--- src/rtl/seq_lowerer_select_fifo_if.sv ---
// Handshake bundle for seq_lowerer_select_fifo: the upstream select/operand side and the downstream FIFO head.
// The master modport is the environment; the slave modport is the FIFO stage.
interface seq_lowerer_select_fifo_if #(
  parameter int WIDTH = 8,
  parameter int DEPTH = 4
);
  localparam int CW = $clog2(DEPTH + 1);

  logic             in_valid;
  logic             in_ready;
  logic [1:0]       sel;
  logic [WIDTH-1:0] a;
  logic [WIDTH-1:0] b;
  logic [WIDTH-1:0] c;
  logic             flush;
  logic             out_valid;
  logic             out_ready;
  logic [WIDTH-1:0] out_data;
  logic [CW-1:0]    count;

  modport master (
    output in_valid, sel, a, b, c, flush, out_ready,
    input  in_ready, out_valid, out_data, count
  );

  modport slave (
    input  in_valid, sel, a, b, c, flush, out_ready,
    output in_ready, out_valid, out_data, count
  );
endinterface

--- src/rtl/seq_lowerer_select_fifo.sv ---
// Registered select stage: the operand picked by sel is pushed into a circular FIFO drained by a flush FSM.
// Optional zero-latency bypass when empty is enabled by defining SEQ_LOWERER_BYPASS_EN.
module seq_lowerer_select_fifo #(
  parameter int WIDTH = 8,
  parameter int DEPTH = 4
) (
  input  logic                          clk,
  input  logic                          rst_n,
  seq_lowerer_select_fifo_if.slave      bus
);
  localparam int AW = (DEPTH > 1) ? $clog2(DEPTH) : 1;
  localparam int CW = $clog2(DEPTH + 1);

  typedef enum logic [1:0] {EMPTY, BUSY, FULL, DRAIN} state_t;

  state_t           state, state_nxt;
  logic [CW-1:0]    count, count_nxt;
  logic [AW-1:0]    wr_ptr, rd_ptr;
  logic [DEPTH-1:0] vld;
  logic [WIDTH-1:0] mem [DEPTH];
  logic [WIDTH-1:0] sel_data;
  logic             in_ready, out_valid, bypass, push, pop;
  logic [AW-1:0]    dbg_free_slot, scan_idx;

  function automatic logic [AW-1:0] ptr_inc(input logic [AW-1:0] p);
    return (p == AW'(DEPTH - 1)) ? '0 : p + 1'b1;
  endfunction

  always_comb begin
    sel_data = bus.a;
    case (bus.sel)
      2'b00, 2'b01: sel_data = bus.a;
      2'b10:        sel_data = bus.b;
      default:      sel_data = bus.c;
    endcase
  end

  // Handshake and occupancy; a bypassed word is neither stored nor popped.
  always_comb begin
    in_ready = (state != DRAIN) && !bus.flush && ((count < CW'(DEPTH)) || bus.out_ready);
`ifdef SEQ_LOWERER_BYPASS_EN
    bypass = (state == EMPTY) && (count == '0) && bus.in_valid && bus.out_ready && in_ready;
`else
    bypass = 1'b0;
`endif
    out_valid = (count != '0) || bypass;
    push      = bus.in_valid && in_ready && !bypass;
    pop       = (count != '0) && bus.out_ready;
    count_nxt = count;
    if (push && !pop)
      count_nxt = count + 1'b1;
    else if (pop && !push)
      count_nxt = count - 1'b1;
  end

  always_comb begin
    state_nxt = state;
    case (state)
      EMPTY: begin
        if (bus.flush)       state_nxt = DRAIN;
        else if (push)       state_nxt = BUSY;
      end
      BUSY: begin
        if (bus.flush)                    state_nxt = DRAIN;
        else if (count_nxt == CW'(DEPTH)) state_nxt = FULL;
        else if (count_nxt == '0)         state_nxt = EMPTY;
      end
      FULL: begin
        if (bus.flush)       state_nxt = DRAIN;
        else if (pop && !push) state_nxt = BUSY;
      end
      default: begin
        if (count == '0)     state_nxt = EMPTY;
      end
    endcase
  end

  always_ff @(posedge clk or negedge rst_n) begin
    if (!rst_n) begin
      state <= EMPTY;
      count <= '0;
    end else begin
      state <= state_nxt;
      count <= count_nxt;
    end
  end

  // Clear happens before set so a full push+pop on the same slot leaves it valid.
  always_ff @(posedge clk or negedge rst_n) begin
    if (!rst_n) begin
      wr_ptr <= '0;
      rd_ptr <= '0;
      vld    <= '0;
      for (int i = 0; i < DEPTH; i++)
        mem[i] <= '0;
    end else begin
      if (pop) begin
        rd_ptr      <= ptr_inc(rd_ptr);
        vld[rd_ptr] <= 1'b0;
      end
      if (push) begin
        mem[wr_ptr] <= sel_data;
        wr_ptr      <= ptr_inc(wr_ptr);
        vld[wr_ptr] <= 1'b1;
      end
    end
  end

  // Debug scan from the head for the first unoccupied slot; when full it falls back to rd_ptr.
  always_comb begin
    dbg_free_slot = rd_ptr;
    scan_idx      = '0;
    for (int k = 0; k < DEPTH; k++) begin
      scan_idx = rd_ptr + AW'(k);
      if (!vld[scan_idx]) begin
        dbg_free_slot = scan_idx;
        break;
      end
    end
  end

  free_slot_matches_wr_ptr: assert property (@(posedge clk) disable iff (!rst_n) dbg_free_slot == wr_ptr);

  assign bus.in_ready  = in_ready;
  assign bus.out_valid = out_valid;
  assign bus.count     = count;
  assign bus.out_data  = bypass ? sel_data : ((count != '0) ? mem[rd_ptr] : '0);

endmodule

--- src/flat_wrapper.sv ---
// flat-port wrapper written by rule: the top's interface ports become plain ports
module seq_lowerer_select_fifo_flat 
#(
  parameter int WIDTH = 8,
  parameter int DEPTH = 4
)
  (clk, rst_n, bus_in_valid, bus_sel, bus_a, bus_b, bus_c, bus_flush, bus_out_ready, bus_in_ready, bus_out_valid, bus_out_data, bus_count);
  seq_lowerer_select_fifo_if #(.WIDTH(WIDTH), .DEPTH(DEPTH)) bus_i ();
  input  logic clk;
  input  logic rst_n;
  input wire logic [$bits(bus_i.in_valid)-1:0] bus_in_valid;
  input wire logic [$bits(bus_i.sel)-1:0] bus_sel;
  input wire logic [$bits(bus_i.a)-1:0] bus_a;
  input wire logic [$bits(bus_i.b)-1:0] bus_b;
  input wire logic [$bits(bus_i.c)-1:0] bus_c;
  input wire logic [$bits(bus_i.flush)-1:0] bus_flush;
  input wire logic [$bits(bus_i.out_ready)-1:0] bus_out_ready;
  output wire logic [$bits(bus_i.in_ready)-1:0] bus_in_ready;
  output wire logic [$bits(bus_i.out_valid)-1:0] bus_out_valid;
  output wire logic [$bits(bus_i.out_data)-1:0] bus_out_data;
  output wire logic [$bits(bus_i.count)-1:0] bus_count;
  assign bus_i.in_valid = bus_in_valid;
  assign bus_i.sel = bus_sel;
  assign bus_i.a = bus_a;
  assign bus_i.b = bus_b;
  assign bus_i.c = bus_c;
  assign bus_i.flush = bus_flush;
  assign bus_i.out_ready = bus_out_ready;
  assign bus_in_ready = bus_i.in_ready;
  assign bus_out_valid = bus_i.out_valid;
  assign bus_out_data = bus_i.out_data;
  assign bus_count = bus_i.count;
  seq_lowerer_select_fifo #(.WIDTH(WIDTH), .DEPTH(DEPTH)) u_core (.clk(clk), .rst_n(rst_n), .bus(bus_i));
endmodule
--- config.mk ---
export PLATFORM = sky130hd
export DESIGN_NAME = seq_lowerer_select_fifo_flat
export DESIGN_NICKNAME = d
export VERILOG_FILES = /design/src/rtl/seq_lowerer_select_fifo_if.sv /design/src/rtl/seq_lowerer_select_fifo.sv /design/src/flat_wrapper.sv
export SDC_FILE = /design/constraint.sdc
export NUM_CORES = 1
export LEC_CHECK = 0
export ABC_AREA = 1
export CAP_MARGIN = 20
export CORE_ASPECT_RATIO = 1.4
export CORE_MARGIN = 10
export CORE_UTILIZATION = 52
export CTS_CLUSTER_DIAMETER = 120
export DETAILED_ROUTE_END_ITERATION = 7
export PLACE_DENSITY = 0.8
export SKIP_CTS_REPAIR_TIMING = 1
export SYNTH_ARGS = -nofsm -noshare
export SYNTH_HDL_FRONTEND = slang
export SYNTH_SLANG_ARGS = --single-unit
export TNS_END_PERCENT = 5
--- constraint.sdc ---
create_clock -name clk -period 1.7 [get_ports clk]
set_input_delay 0.34 -clock clk [delete_from_list [all_inputs] [get_ports clk]]
set_output_delay 0.34 -clock clk [all_outputs]
set_load 0.01 [all_outputs]
# Word level (Yosys, flattened, before mapping)

Cells that the tools add are included.

Memories: 0
ROM bits: 0
Bits in latches: 0
Register bits after elaboration: 41
Memory bits (writable): 0
Output and inout port bits: 13
Input port bits: 31

Divide/modulo/power cells: 0
Add/sub/neg operators: 4
Reduce and logical (&&, ||, !) cells: 19
$lt $le $gt $ge: 4
Equal/unequal tests: 11
Bitwise operators: 2
Multiply operators: 0
Mux-type cells: 21
Shifts and indexed selects: 0

Operators with widths:

| operator                                                    | count |
|---|---|
| bitwise mux 32 bit                                          | 1 |
| 2-to-1 mux 8 bit                                            | 4 |
| 2-to-1 mux 2 bit                                            | 10 |
| binary-select mux 8 bit (select 2 bit)                      | 1 |
| demux 8 bit (select 2 bit)                                  | 1 |
| case mux 8 bit (2 select lines)                             | 1 |
| equality test 2 bit (second input constant)                 | 4 |
| logical AND 1 bit                                           | 7 |
| >= comparator 3 bit (second input constant)                 | 2 |
| zero test 3 bit                                             | 2 |
| 2-to-1 mux 3 bit                                            | 2 |
| inequality test 3 x 2 -> 1 bit (second input constant)      | 2 |
| NOT 2 -> 3 bit                                              | 2 |
| case mux 2 bit (3 select lines)                             | 1 |
| adder 2 x 1 -> 2 bit (second input constant)                | 2 |
| equality test 2 x 1 -> 1 bit (second input constant)        | 2 |
| zero test 2 bit                                             | 2 |
| inequality test 4 x 2 -> 1 bit (second input constant)      | 1 |
| AND reduction 4 bit                                         | 1 |
| nonzero test 4 bit                                          | 1 |
| adder 3 x 1 -> 3 bit (second input constant)                | 1 |
| equality test 3 bit (second input constant)                 | 1 |
| zero test 1 bit                                             | 3 |
| less-than comparator 3 x 1 -> 1 bit (second input constant) | 1 |
| 6 further kinds                                             | 6 |

# Depth between registers and ports, before layout

Word-level depth: 13
Mapped depth: 14
Depth with buffers taken out: 14

# Worst setup path after synthesis

No wires, ideal clock.

Path type: flip-flop to flip-flop
Start point: register u_core.count[0] (netlist: u_core.bus.count[0])
End point: register u_core.state[0]
Setup slack: 0.039 ns
Library setup time: 0.117 ns
Arrival time: 1.544 ns
Required time: 1.583 ns
Cell stages (with the launch flop): 13
Clock period less this slack: 1.661 ns
Buffers on the path: 0
Cell sequence: dfrtp_1 inv_1 ha_1 nand2_2 nand2_1 inv_1 nand2_2 nand3_1 nand2_2 o21ai_2 nand2_1 nand2_1 nand2_1

Elaborated cells between the ends (all ways): 25

RTL lines:

| element                                               | RTL line                                                                                    | source |
|---|---|---|
| start: declaration                                    | seq_lowerer_select_fifo.sv:17                                                               | `logic [CW-1:0] count, count_nxt;` |
| start signal: assignment                              | seq_lowerer_select_fifo.sv:84                                                               | `count <= count_nxt;` |
| nonzero test 3 bit (*)                                | --                                                                                          |  |
| via bus_out_valid                                     | flat_wrapper.sv:19                                                                          | `output wire logic [$bits(bus_i.out_valid)-1:0] bus_out_valid;` |
| logical AND 1 bit (*)                                 | seq_lowerer_select_fifo.sv:48                                                               | `pop = (count != '0) && bus.out_ready;` |
| logical AND 1 bit or zero test 1 bit (tied branches)  | seq_lowerer_select_fifo.sv:52, seq_lowerer_select_fifo.sv:70, seq_lowerer_select_fifo.sv:50 |  |
| 2-to-1 mux 3 bit or logical AND 1 bit (tied branches) | seq_lowerer_select_fifo.sv:52, seq_lowerer_select_fifo.sv:50                                |  |
| 2-to-1 mux 3 bit (*)                                  | seq_lowerer_select_fifo.sv:50                                                               | `if (push && !pop)` |
| via u_core.count_nxt[0]                               | seq_lowerer_select_fifo.sv:17                                                               |  |
| equality test 3 bit                                   | seq_lowerer_select_fifo.sv:65                                                               | `else if (count_nxt == CW'(DEPTH)) state_nxt = FULL;` |
| 2-to-1 mux 2 bit                                      | seq_lowerer_select_fifo.sv:65                                                               |  |
| 2-to-1 mux 2 bit                                      | seq_lowerer_select_fifo.sv:64                                                               | `if (bus.flush) state_nxt = DRAIN;` |
| case mux 2 bit (3 select lines)                       | seq_lowerer_select_fifo.sv:58                                                               | `case (state)` |
| end signal: assignment                                | seq_lowerer_select_fifo.sv:83                                                               | `state <= state_nxt;` |
| end: declaration                                      | seq_lowerer_select_fifo.sv:16                                                               | `state_t state, state_nxt;` |

Mark *: on every way through the listed nets, which the timed path passes. The rest lies on a longest branch.
A chain may end at the register's enable or synchronous reset.

# Final worst setup path

Start point: register u_core.count[0] (netlist: u_core.bus.count[0])
End point: output bus_out_data[7]

Cells in the longest elaborated chain, start to end: 2

Ends and longest elaborated chain:

| element            | RTL line                       | source |
|---|---|---|
| nonzero test 3 bit | seq_lowerer_select_fifo.sv:127 | `assign bus.out_data = bypass ? sel_data : ((count != '0) ? mem[rd_ptr] : '0);` |
| 2-to-1 mux 8 bit   | seq_lowerer_select_fifo.sv:127 |  |
| end: declaration   | flat_wrapper.sv:20             | `output wire logic [$bits(bus_i.out_data)-1:0] bus_out_data;` |

Every way passes these cells.

==> results.py <==
metrics = {
    "layout": {
        "fillers": 297,
        "area_growth_pct": 39.75,
        "antenna_cells": 0,
        "nets": 393,
        "drive_above_1_share_pct": 25.92,
    },
    "pwr": {
        "p_total_uw": 5375,
        "p_switching_uw": 2038,
        "seq_power_share_pct": 31.3,
        "powerDensity_mw_per_mm2": 1699,
        "pwr-share-comb_pct": 51.2,
        "power_frac_clock_pct": 17.5,
        "switching_share_pct": 37.92,
        "cellInternalPower_uw": 3337,
        "ir_worst_vdd_v": 0.001261,
        "leakagePower_uw": 0.001543,
    },
    "logic_synthesis": {
        "synth.avg_cell_area_um2": 8.291,
        "synthArstFlopShare_pct": 100.0,
        "synth_top_family_by_area": "simple AND/OR/NAND/NOR gates",
        "synth_fa_ha_area_share_pct": 4.422,
        "netlist_top_cells_count": "nand2_1 (62), dfrtp_1 (41), o21ai_0 (38)",
        "synth-simple-area-share_pct": 19.68,
        "ys.flop_type": "dfrtp_1",
        "synthMostInstantiatedCell": "nand2_1",
        "synth_top_cell_by_area": "dfrtp_1",
        "syn_nets": 312,
        "yosys_warnings": 0,
        "synthMuxAreaShare_pct": 7.960,
        "synth_compound_area_share_pct": 14.70,
        "synth-xor-area-share_pct": 0.3870,
        "synth_edf_count": 0,
        "netlist_area_mm2": 0.002263,
        "yosysUniqueCellTypes": 23,
        "ys_ff_latch": 41,
        "synth.top_cells.by_area": "dfrtp_1 (45%), nand2_1 (10%), o21ai_0 (8.4%)",
        "synth_cells": 273,
        "ys_seq_area_share_pct": 45.33,
        "synth.top_cell.area_share_pct": 45.33,
    },
    "clock_tree": {
        "clkSlewWorstSetupHoldPaths_ns": 0.08,
        "htree_levels": 2,
        "cts_tree": "done",
        "cts_buffer_depth": 2,
        "worstSkewPairLatency_ns": 0.29,
        "numCtsBuffers": 5,
        "root_buffer": "clkbuf_8",
        "numClockSinks": 41,
    },
    "sta": {
        "fmax_ghz": 0.5495,
        "rsz0062_at_grt": "yes",
        "fin_setup_tns_ns": -0.7939,
        "setup_viol": 10,
        "period_needed_ns": 1.820,
        "finalClockSkew_ns": 0.003478,
        "tightest_slew_ns": 0.5036,
        "hold_violations": 0,
        "final.period_utilization_pct": 107.0,
        "hold_ws_ns": 0.3588,
        "slew_violations": 0,
        "setup_ws_ns": -0.1197,
        "slew_headroom_pct": 66.30,
    },
    "critical_path": {
        "cp-start-kind": "register",
        "worstSetupPathType": "register to primary output",
        "critPathTopFamily": "buffers and inverters",
        "r2r-start": "u_core.bus.count[1]$_DFF_PN0_",
        "worstSetupPathDepth": 7,
        "cp.required_ns": 1.36,
        "crit_path_cell_trace": "inv_1, ha_1, nand2_2, inv_2, buf_4, a21oi_1, clkbuf_2",
        "worst-r2r-setup-slack_ns": -0.06,
        "r2r-end": "u_core.state[0]$_DFFE_PN0P_",
        "crit_arrival_ns": 1.48,
        "max_stage_delay_ns": 0.35,
        "crit_fanout": 4,
        "critPathSlowestCell": "dfrtp_1",
        "end_kind": "primary output",
        "path_buf_inv": 4,
        "rr_worst_depth": 14,
    },
    "floorplan": {
        "die-width_um": 75.76,
        "row_count": 28,
        "ios": 44,
        "die_h_um": 98.07,
        "initial_core_util_pct": 53.84,
        "core_mm2": 0.004204,
        "dieArea_mm2": 0.007429,
    },
    "placed_design": {
        "gp_congestion": 0.8453,
        "place_hpwl_um": 4487,
        "portBuffers": 43,
    },
    "global_routing": {
        "grt_antenna_before_repair": 0,
        "overflow": 0,
        "grt_max_degree": 22,
        "grt_pass1_vias": 2167,
        "grt_usage_pct": 16.12,
        "grt_pass1_wl_um": 9570,
    },
    "detailed_routing": {
        "ant_nets": 0,
        "vias": 2108,
        "dr.pass1.iters": 4,
        "avgRoutedWirePerCell_um": 14.22,
        "first_iter_violations": 120,
        "totalWireLength_um": 5688,
        "drc_errors": 0,
        "drt-vias-per-instance": 5.270,
    },
    "hold_path": {
        "hold_class": "input port to asynchronous set/reset pin",
    },
    "run": {
        "drv_cap": 0,
    },
    "outcome": {
        "violations": "setup timing",
        "outcome": "complete, but fails checks",
    },
}
==> placed cells by master (no fill, tap or decap), types with 2 or more instances in the layout <==
| cell type | instances |
|---|---|
| a21oi_1 | 18 |
| a21oi_2 | 7 |
| buf_12 | 3 |
| buf_2 | 8 |
| buf_4 | 33 |
| bufinv_16 | 2 |
| clkbuf_8 | 5 |
| clkdlybuf4s50_1 | 31 |
| clkinv_1 | 2 |
| dfrtp_1 | 41 |
| dlymetal6s2s_1 | 3 |
| ha_1 | 8 |
| inv_1 | 32 |
| inv_2 | 4 |
| mux2_2 | 16 |
| nand2_1 | 62 |
| nand2_2 | 4 |
| nand3_1 | 16 |
| nor2_1 | 8 |
| nor2_2 | 3 |
| nor2_4 | 2 |
| o21ai_0 | 32 |
| o21ai_1 | 7 |
==> routing by layer <==
metal	global-route usage [%]	wire (um)	vias to the layer above
met4	4.591	54	0
met3	3.242	178	8
li1	-	-	1050
met1	17.52	2230	1004
met2	29.66	3224	46
met5	0	0	-
==> power groups by stage <==
| stage | Combinational [uW] | Clock [uW] | Sequential (uW) |
|---|---|---|---|
| finish | 2750 | 941 | 1680 |
| CTS | 2890 | 955 | 1670 |
| detailed placement | 2860 | 0 | 1690 |
| global route | 3080 | 1010 | 1740 |
| floorplan | 1550 | 0 | 1670 |
| global placement | 2800 | 0 | 1660 |
==> sequential cells by signal, indices dropped and copies added, names as in the netlist <==
register          count
u_core.mem           32
u_core.bus.count      3
u_core.rd_ptr         2
u_core.state          2
u_core.wr_ptr         2
==> cells by family (layout without fill, tap and decap cells) <==
kind of cell             Yosys count  in the layout
flip-flops                        41             41
adder cells (fa/ha/maj)            8              8
AO/OA/AOI/OAI                     65             65
buffers and inverters             44            126
multiplexers                      16             16
AND/OR/NAND/NOR                   98             98
XOR/XNOR                           1              1
==> stage by stage <==
step / area, um2 / std cells / utilization (%) / setup slack (ns)
after CTS: 3163 / 399 / 75.24 / -0.6325
final: 3163 / 400 / 75.24 / -0.1197
after global placement: 3025 / 391 / 71.96 / -0.2782
after global routing: 3163 / 400 / 75.24 / -0.2188
after floorplan: 2263 / 273 / - / 0.03945
after detailed placement: 3025 / 391 / 71.96 / -0.2964
==> final cells by class <==
type | count | area [um2] | share of cell area, %
Timing Repair Buffer | 80 | 710.7 | 22.47
Clock inverter | 3 | 68.82 | 2.176
Multi-Input combinational cell | 188 | 1090 | 34.45
Tap cell | 45 | 56.30 | 1.780
Sequential cell | 41 | 1026 | 32.44
Inverter | 38 | 142.6 | 4.510
Clock buffer | 5 | 68.82 | 2.176
==> worst max path at each step <==
stage	startpoint	slack (ns)	end
6_report	u_core.bus.count[0]$_DFF_PN0_	-0.12	bus_out_data[7]
5_1_grt	u_core.bus.count[1]$_DFF_PN0_	-0.22	u_core.state[0]$_DFFE_PN0P_
4_1_cts	u_core.bus.count[0]$_DFF_PN0_	-0.63	bus_out_data[5]
3_3_place_gp	u_core.bus.count[0]$_DFF_PN0_	-0.28	bus_out_data[5]
2_1_floorplan	u_core.bus.count[0]$_DFF_PN0_	0.04	u_core.state[0]$_DFFE_PN0P_
3_5_place_dp	u_core.bus.count[0]$_DFF_PN0_	-0.30	bus_out_data[5]
(Power assumes the default switching activity.)
==> RTL change: new RTL, same settings <==
Make the reset (`rst_n`) synchronous in 2 clocked blocks.
--- a/src/rtl/seq_lowerer_select_fifo.sv
+++ b/src/rtl/seq_lowerer_select_fifo.sv
@@ -76,5 +76,5 @@
   end
 
-  always_ff @(posedge clk or negedge rst_n) begin
+  always_ff @(posedge clk) begin
     if (!rst_n) begin
       state <= EMPTY;
@@ -87,5 +87,5 @@
 
   // Clear happens before set so a full push+pop on the same slot leaves it valid.
-  always_ff @(posedge clk or negedge rst_n) begin
+  always_ff @(posedge clk) begin
     if (!rst_n) begin
       wr_ptr <= '0;
Function: differs if rst_n is asserted again (counterexample within 4 cycles, from zero or initial values and one cycle with rst_n low); with rst_n held inactive, the same outputs for 10 cycles.
==> RTL change against the unedited design <==
  * The flow still finishes with violations (negative setup slack)
  * Cell count is 1.0% higher
  * Synthesized area rose by 0.88%
  * Wire length increased by 4.6%
  * Sequential cell count rose by 2
  * Final area increased by 3.3%
  * Sequential share of layout area increased by 3.8 points
  * Power is 26% lower
  * Setup slack better by 0.055 ns
  * Clock power shrank 15%
  * Combinational power decreased by 32%
  * Critical path type unchanged
  * Critical endpoint is now bus_out_data[1]
  * Largest power group unchanged
  * Highest routed layer unchanged
==> RTL change: results <==
metrics = {
    "drt": {
        "vias_per_cell": 5.04,
        "dr_wl_met3_um": 225,
        "ant_nets": 0,
        "wl_met2_um": 3520,
        "wl_met1_um": 2080,
        "first_iter_violations": 153,
        "wl_um": 5950,
        "drt_pass1_iterations": 4,
        "routed.top_layer": "met4",
    },
    "global_route": {
        "grt_use_total": 0.151,
        "grt_pass1_vias": 1996,
        "grt_max_degree": 18,
        "antenna_found_initial": 0,
        "grt_pass1_wl_um": 9130,
    },
    "place": {
        "hpwlAfterDp_um": 4510,
        "place_congestion": 0.798,
        "dp_cells": 394,
        "port_buffers": 43,
        "dp_slack_ns": -0.358,
    },
    "min_path": {
        "hold_path.class": "flop to flop",
        "hp-start": "u_core.state[0]",
    },
    "logic_synthesis": {
        "synth_top_area_share": 0.421,
        "synth.distinct_cells": 31,
        "synthTopCellsByCount": "nor2_1 (80), edfxtp_1 (32), nand2_1 (23)",
        "synthCells": 257,
        "synth_edf_count": 32,
        "yosys_warnings": 0,
        "synthesis.nets": 293,
        "yosys-top-cells-area": "edfxtp_1 (42%), nor2_1 (13%), dfxtp_1 (9.6%)",
        "synth-async-reset-ratio": 0,
        "synth_seq_area_share": 0.517,
    },
    "setup_path": {
        "max_stage_delay_ns": 0.35,
        "cp_max_fo": 8,
        "critPathArrivalTime_ns": 1.42,
        "slowest_stage": "dfxtp_2",
        "crit_path_start": "u_core.bus.count[1]",
    },
    "cells_and_area": {
        "top_regs": "u_core.mem: 32 flops, u_core.bus.count: 3 flops",
        "fin_nets": 379,
        "antennaDiodeCount": 0,
        "final_cells": 404,
        "drive_gt1_frac": 0.294,
    },
    "sta": {
        "hold_viol_final": 0,
        "fin_skew_ns": 0.00262,
        "slew-limit-headroom": 0.744,
        "setup_slack_ns": -0.0644,
        "setup-violations-final": 2,
    },
    "clocking": {
        "clock_latency_ns": 0.30,
        "clk_path_buf_depth": 2,
        "clk_transition_reported_paths_ns": 0.08,
        "root_buffer": "clkbuf_8",
        "htree_levels": 2,
        "cts_buffers": 5,
    },
    "outcome": {
        "status": "finished with violations",
        "violations": "negative setup slack",
    },
    "pwr": {
        "power_leakage_nw": 1.48,
        "ir_worst_vdd_uv": 929,
    },
}
## RTL change: cell types whose count changed after synthesis, sizes merged, moves of 10 or more
cell and delta:
dfrtp -41, edfxtp +32, mux2 -16, nor2 +72, a21oi -16, dfxtp +11
nand2 -33, inv -10, o21ai -18
## RTL change: cell type report
class	instances	area (um^2)
Multi-Input combinational cell	180	1000
Timing Repair Buffer	86	782
Fill cell	285	971
Clock inverter	3	43.8
Clock buffer	5	68.8
Sequential cell	43	1180
Inverter	27	109
Tap cell	60	75.1
## RTL change: report_power, final
group / internal, W / switching (W) / leakage [nW] / total, W
Sequential: 0.00127 / 0.0000752 / 0.423 / 0.00134
Combinational: 0.000888 / 0.000972 / 0.999 / 0.00186
Clock: 0.000437 / 0.000359 / 0.0581 / 0.000797
Total: 0.00260 / 0.00141 / 1.48 / 0.00400
## RTL change: per-stage QoR
step                      instance area (um^2)  total power [W]  TNS (ns)   util
after floorplan                           2280          0.00221         0      -
after global routing                      3270          0.00425    -0.670  0.771
after global placement                    3110          0.00311    -17.08  0.733
after CTS                                 3220          0.00394     -6.03  0.760
final                                     3270          0.00400   -0.0672  0.771
after detailed placement                  3110          0.00315    -19.22  0.733
## RTL change: cells by family after synthesis
logic type / count (synthesis) / synth area share
DFF: 43 / 0.517
AOI/OAI and AO/OA: 41 / 0.128
xor gates and xnor gates: 1 / 0.00384
adders and majority gates: 5 / 0.0274
and+or+nand+nor: 133 / 0.261
buffers and inverters: 34 / 0.0625
## RTL change: metal layers
layer / global-route usage / vias to the layer above
met5: 0 / -
met4: 0.0599 / 0
met3: 0.0284 / 9
met2: 0.314 / 51
met1: 0.135 / 949
li1: - / 1028
## RTL change: worst max-delay path, delay by kind of cell (launching register included)
kind                     cells  cell delay (ns)
buffers and inverters        4             0.39
flip-flops                   1             0.35
adder cells (fa/ha/maj)      1             0.16
AO/OA/AOI/OAI                1             0.16
AND/OR/NAND/NOR              1             0.06
## RTL change: worst paths after layout
kind,endpoint,slack (ns),depth (start not counted)
max,bus_out_data[1],-0.06,7
min,u_core.state[0],0.51,2
max reg2reg,u_core.state[0],0.09,13
min reg2reg,u_core.state[0],0.51,2
